[src/rtl/csr_file_pkg.sv]
// CSR address map and WARL write masks for the machine-mode CSR file.
// Shared by the CSR file and its counters.
package pack;

    typedef enum logic [11:0] {
        MSTATUS  = 12'h300,
        MISA     = 12'h301,
        MIE      = 12'h304,
        MTVEC    = 12'h305,
        MSCRATCH = 12'h340,
        MEPC     = 12'h341,
        MCAUSE   = 12'h342,
        MTVAL    = 12'h343,
        MIP      = 12'h344,
        MCYCLE   = 12'hB00,
        MINSTRET = 12'hB02
    } destinationCSR_;

    localparam logic [31:0] MSTATUS_WMASK = 32'h0000_0088;
    localparam logic [31:0] MSTATUS_FIXED = 32'h0000_1800;
    localparam logic [31:0] MIE_WMASK     = 32'h0000_0888;
    localparam logic [31:0] ALIGN_MASK    = 32'hFFFF_FFFC;

    function automatic logic isWritable(input destinationCSR_ a);
        unique case (a)
            MSTATUS, MIE, MTVEC, MSCRATCH, MEPC,
            MCAUSE, MTVAL, MCYCLE, MINSTRET: isWritable = 1'b1;
            default:                         isWritable = 1'b0;
        endcase
    endfunction

    function automatic logic [31:0] warlMask(
        input destinationCSR_ a,
        input logic [31:0]    d
    );
        unique case (a)
            MSTATUS:     warlMask = (d & MSTATUS_WMASK) | MSTATUS_FIXED;
            MIE:         warlMask = d & MIE_WMASK;
            MTVEC, MEPC: warlMask = d & ALIGN_MASK;
            default:     warlMask = d;
        endcase
    endfunction

endpackage

[src/rtl/csr_file_counter.sv]
// Loadable wrapping counter backing mcycle and minstret.
// A load in the same cycle takes precedence over the increment.
module csr_counter #(
    parameter int WIDTH = 32
) (
    input  logic             clock,
    input  logic             reset,
    input  logic             increment,
    input  logic             load,
    input  logic [WIDTH-1:0] loadValue,
    output logic [WIDTH-1:0] value
);

    always_ff @(posedge clock or negedge reset) begin
        if (!reset) begin
            value <= '0;
        end else if (load) begin
            value <= loadValue;
        end else if (increment) begin
            value <= value + WIDTH'(1);
        end
    end

endmodule

[src/rtl/csr_file.sv]
// Machine-mode CSR file: combinational reads with write bypass,
// WARL writes, trap/mret bookkeeping and interrupt pending logic.
module csr_file
    import pack::*;
#(
    parameter logic [31:0] MTVEC_RESET = 32'h0000_0000,
    parameter logic [31:0] MISA_VALUE  = 32'h4000_0100
) (
    input  logic           clock,
    input  logic           reset,
    input  destinationCSR_ readAddress,
    output logic [31:0]    readData,
    input  logic           writeEnable,
    input  destinationCSR_ writeAddress,
    input  logic [31:0]    writeData,
    input  logic           retire,
    input  logic           trapValid,
    input  logic [31:0]    trapCause,
    input  logic [31:0]    trapPC,
    input  logic [31:0]    trapValue,
    input  logic           mretValid,
    input  logic           softwareIrq,
    input  logic           timerIrq,
    input  logic           externalIrq,
    output logic [31:0]    trapVector,
    output logic [31:0]    returnPC,
    output logic           interruptPending
);

    logic [31:0] mstatus, mie, mip, mtvec, mepc;
    logic [31:0] mscratch, mcause, mtval;
    logic [31:0] mcycle, minstret;
    logic [31:0] wdMasked;

    assign wdMasked = warlMask(writeAddress, writeData);

    function automatic logic hit(input destinationCSR_ a);
        hit = writeEnable && (writeAddress == a);
    endfunction

    always_ff @(posedge clock or negedge reset) begin
        if (!reset) begin
            mstatus  <= MSTATUS_FIXED;
            mie      <= '0;
            mip      <= '0;
            mtvec    <= MTVEC_RESET;
            mepc     <= '0;
            mscratch <= '0;
            mcause   <= '0;
            mtval    <= '0;
        end else begin
            mip <= {20'd0, externalIrq, 3'd0, timerIrq, 3'd0, softwareIrq, 3'd0};
            if (hit(MIE))      mie      <= wdMasked;
            if (hit(MTVEC))    mtvec    <= wdMasked;
            if (hit(MSCRATCH)) mscratch <= wdMasked;
            if (trapValid) begin
                mepc       <= trapPC & ALIGN_MASK;
                mcause     <= trapCause;
                mtval      <= trapValue;
                mstatus[7] <= mstatus[3];
                mstatus[3] <= 1'b0;
            end else begin
                if (hit(MEPC))   mepc   <= wdMasked;
                if (hit(MCAUSE)) mcause <= wdMasked;
                if (hit(MTVAL))  mtval  <= wdMasked;
                if (mretValid) begin
                    mstatus[3] <= mstatus[7];
                    mstatus[7] <= 1'b1;
                end else if (hit(MSTATUS)) begin
                    mstatus <= wdMasked;
                end
            end
        end
    end

    csr_counter #(.WIDTH(32)) mcycleCounter (
        .clock     (clock),
        .reset     (reset),
        .increment (1'b1),
        .load      (hit(MCYCLE)),
        .loadValue (wdMasked),
        .value     (mcycle)
    );

    csr_counter #(.WIDTH(32)) minstretCounter (
        .clock     (clock),
        .reset     (reset),
        .increment (retire),
        .load      (hit(MINSTRET)),
        .loadValue (wdMasked),
        .value     (minstret)
    );

    always_comb begin
        readData = '0;
        unique case (readAddress)
            MSTATUS:  readData = mstatus;
            MISA:     readData = MISA_VALUE;
            MIE:      readData = mie;
            MTVEC:    readData = mtvec;
            MSCRATCH: readData = mscratch;
            MEPC:     readData = mepc;
            MCAUSE:   readData = mcause;
            MTVAL:    readData = mtval;
            MIP:      readData = mip;
            MCYCLE:   readData = mcycle;
            MINSTRET: readData = minstret;
            default:  readData = '0;
        endcase
        // Ignored writes (mip, misa, unmapped) must not bypass.
        if (hit(readAddress) && isWritable(readAddress)) begin
            readData = wdMasked;
        end
    end

    assign trapVector       = mtvec & ALIGN_MASK;
    assign returnPC         = mepc;
    assign interruptPending = mstatus[3] && |(mip & mie);

endmodule

[config.mk]
export PLATFORM = sky130hd
export DESIGN_NAME = csr_file
export DESIGN_NICKNAME = d
export VERILOG_FILES = /design/src/rtl/csr_file_pkg.sv /design/src/rtl/csr_file_counter.sv /design/src/rtl/csr_file.sv
export SDC_FILE = /design/constraint.sdc
export NUM_CORES = 1
export LEC_CHECK = 0
export BUFFER_PORTS_ARGS = -buffer_cell sky130_fd_sc_hd__buf_2
export CORE_MARGIN = 5
export CORE_UTILIZATION = 45
export DETAILED_ROUTE_END_ITERATION = 7
export HOLD_SLACK_MARGIN = 0.06
export PLACE_DENSITY = 0.66
export SYNTH_ARGS = -nofsm -noshare
export SYNTH_HDL_FRONTEND = slang
export SYNTH_SLANG_ARGS = --single-unit
[constraint.sdc]
create_clock -name clock -period 3.55 [get_ports clock]
set_input_delay 0 -clock clock [delete_from_list [all_inputs] [get_ports clock]]
set_output_delay 0 -clock clock [all_outputs]
set_load 0.1 [all_outputs]
==> flow_metrics.env, run 1 <==
export IMPL_status="finished clean"
export IMPL_finalInstanceArea_um2=20700
export IMPL_end_kind="output pin"
export IMPL_area_growth_pct=32.8
export IMPL_grt_pass1_wl_mm=93.8
export IMPL_dp_hpwl_mm=41.6
export IMPL_core_rowCount=68
export IMPL_first_iter_violations=1963
export IMPL_setup_violations=0
export IMPL_cts_setup_buffers=0
export IMPL_placed_cell_area_um2=17800
export IMPL_ctsHoldBuffers=190
export IMPL_start_kind="input pin"
export IMPL_htreeDepth=1
export IMPL_crit_path_top_delay_cell="a31oi_4"
export IMPL_syn_area_um2=15600
export IMPL_gr_usage_all_layers_pct=31.3
export IMPL_place_congestion=0.988
export IMPL_antenna_found_initial=3
export IMPL_synth_area_leaders="dfrtp_1, o21ai_0, nand2_1"
export IMPL_drive_gt1_share_pct=22.0
export IMPL_ant_nets=0
export IMPL_cts_made_buffers=31
export IMPL_power_w=0.00848
export IMPL_utilization_pct=60.3
export IMPL_grt_max_degree=127
export IMPL_synth_seq_cells=291
export IMPL_synth_simple_area_share_pct=18.3
export IMPL_maxCapViolCount=0
export IMPL_arrival_ps=3080
export IMPL_synth_top_area_share_pct=46.3
export IMPL_rsz0062_at_grt="no"
export IMPL_io_pins=258
export IMPL_synthMuxAreaShare_pct=9.70
export IMPL_hold_viol=0
export IMPL_synth_edff_count=0
export IMPL_overflow=0
export IMPL_port_buffers=253
export IMPL_clock_sinks=291
export IMPL_critPathMaxFanout=20
export IMPL_fillerInstances=2889
export IMPL_synthAdderAreaFrac_pct=0.160
export IMPL_dieHeight_um=196
export IMPL_post_route_min_period_ps=3080
export IMPL_p_leak_nw=9.20
export IMPL_synth_top_family_by_area="simple AND/OR/NAND/NOR gates"
export IMPL_slew_violations=0
export IMPL_route_vias_total=15300
export IMPL_drt_wl_total_mm=62.0
export IMPL_wire_per_inst_um=24.4
export IMPL_r2r_start="mcycleCounter.value[10]$_DFF_PN0_"
export IMPL_yosys_area_share_xor_xnor_pct=3.93
export IMPL_crit_chain="dlygate4sd3_1 > buf_2 > xnor2_1 > nand4_1 > nor4_1 > and3b_1 > a31oi_4 > buf_4 > o22ai_1 > buf_12"
export IMPL_syn_mean_instance_area_um2=9.35
export IMPL_peakVddDrop_v=0.000352
export IMPL_clk_pin_slew_ps=60
export IMPL_die_area_um2=38500
export IMPL_fin_skew_ps=14.3
export IMPL_hold_path_class="input pin to flip-flop"
export IMPL_cts_resized=0
export IMPL_synth_warnings=0
export IMPL_worstPathRequired_ps=3550
export IMPL_worstHoldStart="timerIrq"
export IMPL_max_clock_path_buffers=3
export IMPL_ys_seq_area_share_pct=46.7
export IMPL_synth_compound_area_share_pct=16.5
export IMPL_crit_start="writeAddress[11]"
export IMPL_timing_fmax_mhz=324
export IMPL_power_density_nw_per_um2=409
export IMPL_nNetsFinal=2221
export IMPL_finalCritPeriodShare_pct=86.8
export IMPL_maxSlewHeadroom_pct=28.6
export IMPL_cts_tree="yes"
export IMPL_syn_inst=1669
export IMPL_fp_coreArea_um2=34400
export IMPL_grt_pass1_vias=15400
export IMPL_drt_first_pass_iters=6
export IMPL_synthFlopType="dfrtp_1"
export IMPL_synth_async_reset_ratio_pct=100
export IMPL_worst_pin_slew_ps=1070
export IMPL_vias_per_cell=6.04
export IMPL_crit_type="input pin to output pin"
export IMPL_fin_setup_tns_ps=0
export IMPL_ys_types=66
export IMPL_yosys_area_top_type="dfrtp_1"
export IMPL_cpPeakStageDelay_ps=660
export IMPL_drc=0
export IMPL_fp_dieW_um=196
export IMPL_clk_latency_ps=570
export IMPL_start_util_pct=45.4
export IMPL_cts_root_buffer="clkbuf_16"
-- state kept, by name, summed over array words and instances (netlist names) --
signal	cells
minstretCounter.value	32
mie	32
mtvec	32
returnPC	32
mscratch	32
mcause	32
mstatus	32
mcycleCounter.value	32
mtval	32
mip	3
-- placed cells by master (no fill, tap or decap), types with 19 or more instances in the layout --
cell,instances
clkbuf_16,31
dlygate4sd3_1,190
xnor2_1,48
buf_12,35
nor2b_1,36
mux2_2,58
nand2_1,238
o21ai_0,182
nor2_1,82
nor3_1,39
buf_4,57
a22oi_1,27
buf_2,219
a21oi_1,74
xor2_1,22
nand3_1,48
nand4_1,19
o22ai_1,37
mux2i_1,86
and2_1,34
dfrtp_1,289
-- critical path, delay by kind of cell --
kind	cells	cell delay (ps)
buffers and inverters	4	1310
AND/OR/NAND/NOR	3	720
XOR/XNOR	1	160
AO/OA/AOI/OAI	2	860
-- layer usage --
layer	share of wire [%]	wire length [um]	up-vias	GRT usage, %
met5	0	0	-	0
met4	4.6	2830	0	12.1
met3	12	7220	185	7.14
met2	43	26900	1002	46.6
met1	40	25000	7427	44.6
li1	-	-	6714	-
-- path summary, 6_finish.rpt --
check | cells past startpoint | slack, ps | endpoint
min | 2 | 70 | mip[7]$_DFF_PN0_
max in group asynchronous | 3 | 2270 | mstatus[12]$_DFFE_PN1P_
min reg2reg | 2 | 480 | mscratch[3]$_DFFE_PN0P_
max reg2reg | 6 | 1050 | mcycleCounter.value[27]$_DFF_PN0_
max | 10 | 470 | readData[13]
min in group asynchronous | 2 | 80 | returnPC[8]$_DFFE_PN0P_
-- metrics by stage --
stage / hold slack, ps / cells / worst slack, ps
6_report: 74.2 / 2538 / 468
5_1_grt: 93.0 / 2538 / 336
4_1_cts: 63.1 / 2536 / 484
3_5_place_dp: 110 / 2290 / 696
3_3_place_gp: 112 / 2290 / 723
2_1_floorplan: -296 / 1670 / 275
-- synthesized netlist by cell type (3+ instances only) --
| library cell | count |
|---|---|
| a22o_1 | 5 |
| a21oi_1 | 74 |
| nand2_4 | 7 |
| a221oi_1 | 7 |
| and4_1 | 4 |
| a32o_1 | 4 |
| nor2b_1 | 36 |
| a211oi_1 | 3 |
| or3_1 | 3 |
| o2bb2ai_1 | 15 |
| inv_1 | 10 |
| dfrtp_1 | 289 |
| and2_1 | 35 |
| nor4_1 | 9 |
| nand2_1 | 238 |
| mux2_2 | 58 |
| and3b_1 | 4 |
| nand3_1 | 49 |
| or4_1 | 3 |
| or4b_2 | 4 |
| mux2i_1 | 86 |
| nor3_1 | 41 |
| clkbuf_1 | 95 |
| and3_1 | 18 |
| o21a_1 | 4 |
| nand3b_1 | 4 |
| xnor2_1 | 48 |
| or2_2 | 5 |
| nand2b_1 | 9 |
| nor2_1 | 83 |
| xor2_1 | 22 |
| buf_2 | 10 |
| buf_4 | 32 |
| buf_1 | 8 |
| a31oi_1 | 3 |
| o21ai_0 | 182 |
| nand4_1 | 19 |
| a221o_1 | 16 |
| a22oi_1 | 27 |
| a222oi_1 | 17 |
| o22ai_1 | 37 |
| o21ai_1 | 15 |
-- logic make-up (layout without fill, tap and decap cells) --
kind of cell | Yosys count | count (layout)
fa+ha+maj | 2 | 2
buf+inv | 157 | 568
simple gates | 583 | 583
compound gates | 421 | 421
flops | 291 | 291
xor+xnor | 70 | 70
mux | 144 | 144
other cells | 1 | 4
-- area by class of cell --
| cell class | count | area (um2) | share of cell area [%] |
|---|---|---|---|
| clock buffers | 41 | 893 | 4.31 |
| diodes | 2 | 5.00 | 0.0241 |
| repair buffers | 502 | 4140 | 20.0 |
| multi-input cells | 1222 | 7650 | 36.9 |
| inverters | 10 | 37.5 | 0.181 |
| well taps | 455 | 569 | 2.75 |
| flip-flops and latches | 291 | 7280 | 35.1 |
| clock inverters | 15 | 156 | 0.754 |
-- where the power goes --
group | switching, W | internal, W | leakage (nW)
sequential | 0.000189 | 0.00350 | 3.76
combinational | 0.000859 | 0.000553 | 4.91
clock | 0.00140 | 0.00197 | 0.528
Note: power is estimated with default switching activity, not from simulation.
==> inputs of run 2 (changes only) <==
==> constraint.sdc (replaced) <==
create_clock -name clock -period 3.55 [get_ports clock]
set_input_delay 0.5325 -clock clock [delete_from_list [all_inputs] [get_ports clock]]
set_output_delay 0.5325 -clock clock [all_outputs]
set_load 0.005 [all_outputs]
==> flow_metrics.env, run 2 (synthesis results as in run 1) <==
export IMPL_status="finished clean"
export IMPL_timing_fmax_mhz=289
export IMPL_core_rowCount=68
export IMPL_worst_slack_ps=93.0
export IMPL_die_area_um2=38500
export IMPL_wire_per_inst_um=24.7
export IMPL_fp_coreArea_um2=34400
export IMPL_pre_cts_ws_ps=-165
export IMPL_fin_setup_tns_ps=0
export IMPL_worstPathRequired_ps=3020
export IMPL_start_kind="input pin"
export IMPL_drt_first_pass_iters=6
export IMPL_final_common_cell="dfrtp_1"
export IMPL_finalCritPeriodShare_pct=97.4
export IMPL_drt_wl_total_mm=58.9
export IMPL_multi_input_area_um2=7650
export IMPL_fp_dieW_um=196
export IMPL_peakVddDrop_v=0.000389
export IMPL_start_util_pct=45.4
export IMPL_antenna_found_initial=2
export IMPL_worst_pin_slew_ps=809
export IMPL_area_growth_pct=20.7
export IMPL_slew_violations=0
export IMPL_hold_viol=0
export IMPL_nNetsFinal=2071
export IMPL_clk_pin_slew_ps=60
export IMPL_first_iter_violations=1693
export IMPL_arrival_ps=2920
export IMPL_io_pins=258
export IMPL_dieHeight_um=196
export IMPL_route_vias_total=14300
export IMPL_drc=0
export IMPL_post_route_min_period_ps=3460
export IMPL_placed_cells=2326
export IMPL_overflow=0
export IMPL_fillerInstances=3195
export IMPL_end_kind="output pin"
export IMPL_clk_latency_ps=510
export IMPL_power_density_nw_per_um2=438
export IMPL_drive_gt1_share_pct=25.5
export IMPL_cts_made_buffers=34
export IMPL_p_leak_nw=8.57
export IMPL_critPathMaxFanout=47
export IMPL_setup_violations=0
export IMPL_cts_setup_buffers=0
export IMPL_maxSlewHeadroom_pct=46.0
export IMPL_instances_no_fill=2387
export IMPL_grt_max_degree=95
export IMPL_gr_usage_all_layers_pct=30.1
export IMPL_max_clock_path_buffers=3
export IMPL_grt_pass1_wl_mm=88.8
export IMPL_seqCellArea_um2=7280
export IMPL_maxCapViolCount=0
export IMPL_rsz0062_at_grt="no"
export IMPL_cts_tree="yes"
export IMPL_fin_skew_ps=12.3
export IMPL_ant_nets=0
export IMPL_vias_per_cell=5.98
export IMPL_place_congestion=0.976
export IMPL_hold_path_class="input pin to flip-flop"
export IMPL_cts_root_buffer="clkbuf_16"
export IMPL_htreeDepth=2
export IMPL_port_buffers=253
export IMPL_clock_sinks=291
export IMPL_final_cell_mix="dfrtp_1, buf_2, nand2_1"
export IMPL_fin_hold_ws_ps=125
export IMPL_dp_hpwl_mm=42.5
export IMPL_crit_type="input pin to output pin"
export IMPL_grt_pass1_vias=14300
[run 2: cell types whose count changed in the layout (fill, tap and decap cells not counted), moves of 5 or more]
cell,previous run,this run
clkinv_2,10,5
buf_12,35,11
clkbuf_16,31,37
dlygate4sd3_1,190,1
buf_2,219,251
buf_4,57,85
[run 2: final timing paths]
| path | startpoint | end | slack (ps) | depth (start not counted) |
|---|---|---|---|---|
| setup / recovery | writeAddress[10] | readData[12] | 90 | 8 |
| min in group asynchronous | reset | mtvec[4]$_DFFE_PN0P_ | 560 | 2 |
| hold / removal | timerIrq | mip[7]$_DFF_PN0_ | 120 | 1 |
| hold reg to reg | mscratch[31]$_DFFE_PN0P_ | mscratch[31]$_DFFE_PN0P_ | 480 | 2 |
| max in group asynchronous | reset | mcause[14]$_DFFE_PN0P_ | 2090 | 3 |
| setup reg to reg | minstretCounter.value[6]$_DFFE_PN0P_ | minstretCounter.value[26]$_DFFE_PN0P_ | 1160 | 6 |
[run 2: worst max-delay path, stage by stage]
cell and delay (ps):
buf_2 140, or4_1 540, or4_4 470, or3_2 460, buf_12 240, o22ai_2 200, o22ai_1 150, buf_2 160
[run 2: layout make-up]
cell class                 count  area share (%)
antenna                        1          0.0133
clock buffer                  52            5.69
clock inverter                 7           0.451
inverter                      10           0.199
multi-input combinational   1222            40.6
sequential                   291            38.7
tap                          455            3.02
timing repair buffer         349            11.4
[run 2: routing by layer]
metal | track usage, % | vias to the layer above | routed length [um] | part of all wire [%]
met1 | 42.8 | 6976 | 24900 | 42
met4 | 9.57 | 2 | 1930 | 3.3
li1 | - | 6415 | - | -
met2 | 44.7 | 742 | 25800 | 44
met5 | 0 | - | 8 | 0.014
met3 | 8.47 | 130 | 6310 | 11
[run 2: report_power, final]
part / internal [W] / leakage (nW) / switching, W
Combinational: 0.000403 / 4.23 / 0.000558
Clock: 0.00222 / 0.576 / 0.00139
Sequential: 0.00350 / 3.76 / 0.000183
Total: 0.00612 / 8.57 / 0.00213
[run 2: repair_timing]
action                                  CTS  global route
resized for setup                         1             0
hold endpoints to repair                 62             0
endpoints found under the setup margin   10             0
hold buffers                              1             0
[run 2: metrics by stage]
stage / util, % / cell area (um2) / power [W]
after global routing: 54.8 / 18800 / 0.00855
after CTS: 54.8 / 18800 / 0.00829
after floorplan: - / 15600 / 0.00418
after global placement: 51.4 / 17700 / 0.00466
after detailed placement: 51.4 / 17700 / 0.00468
final: 54.8 / 18800 / 0.00825
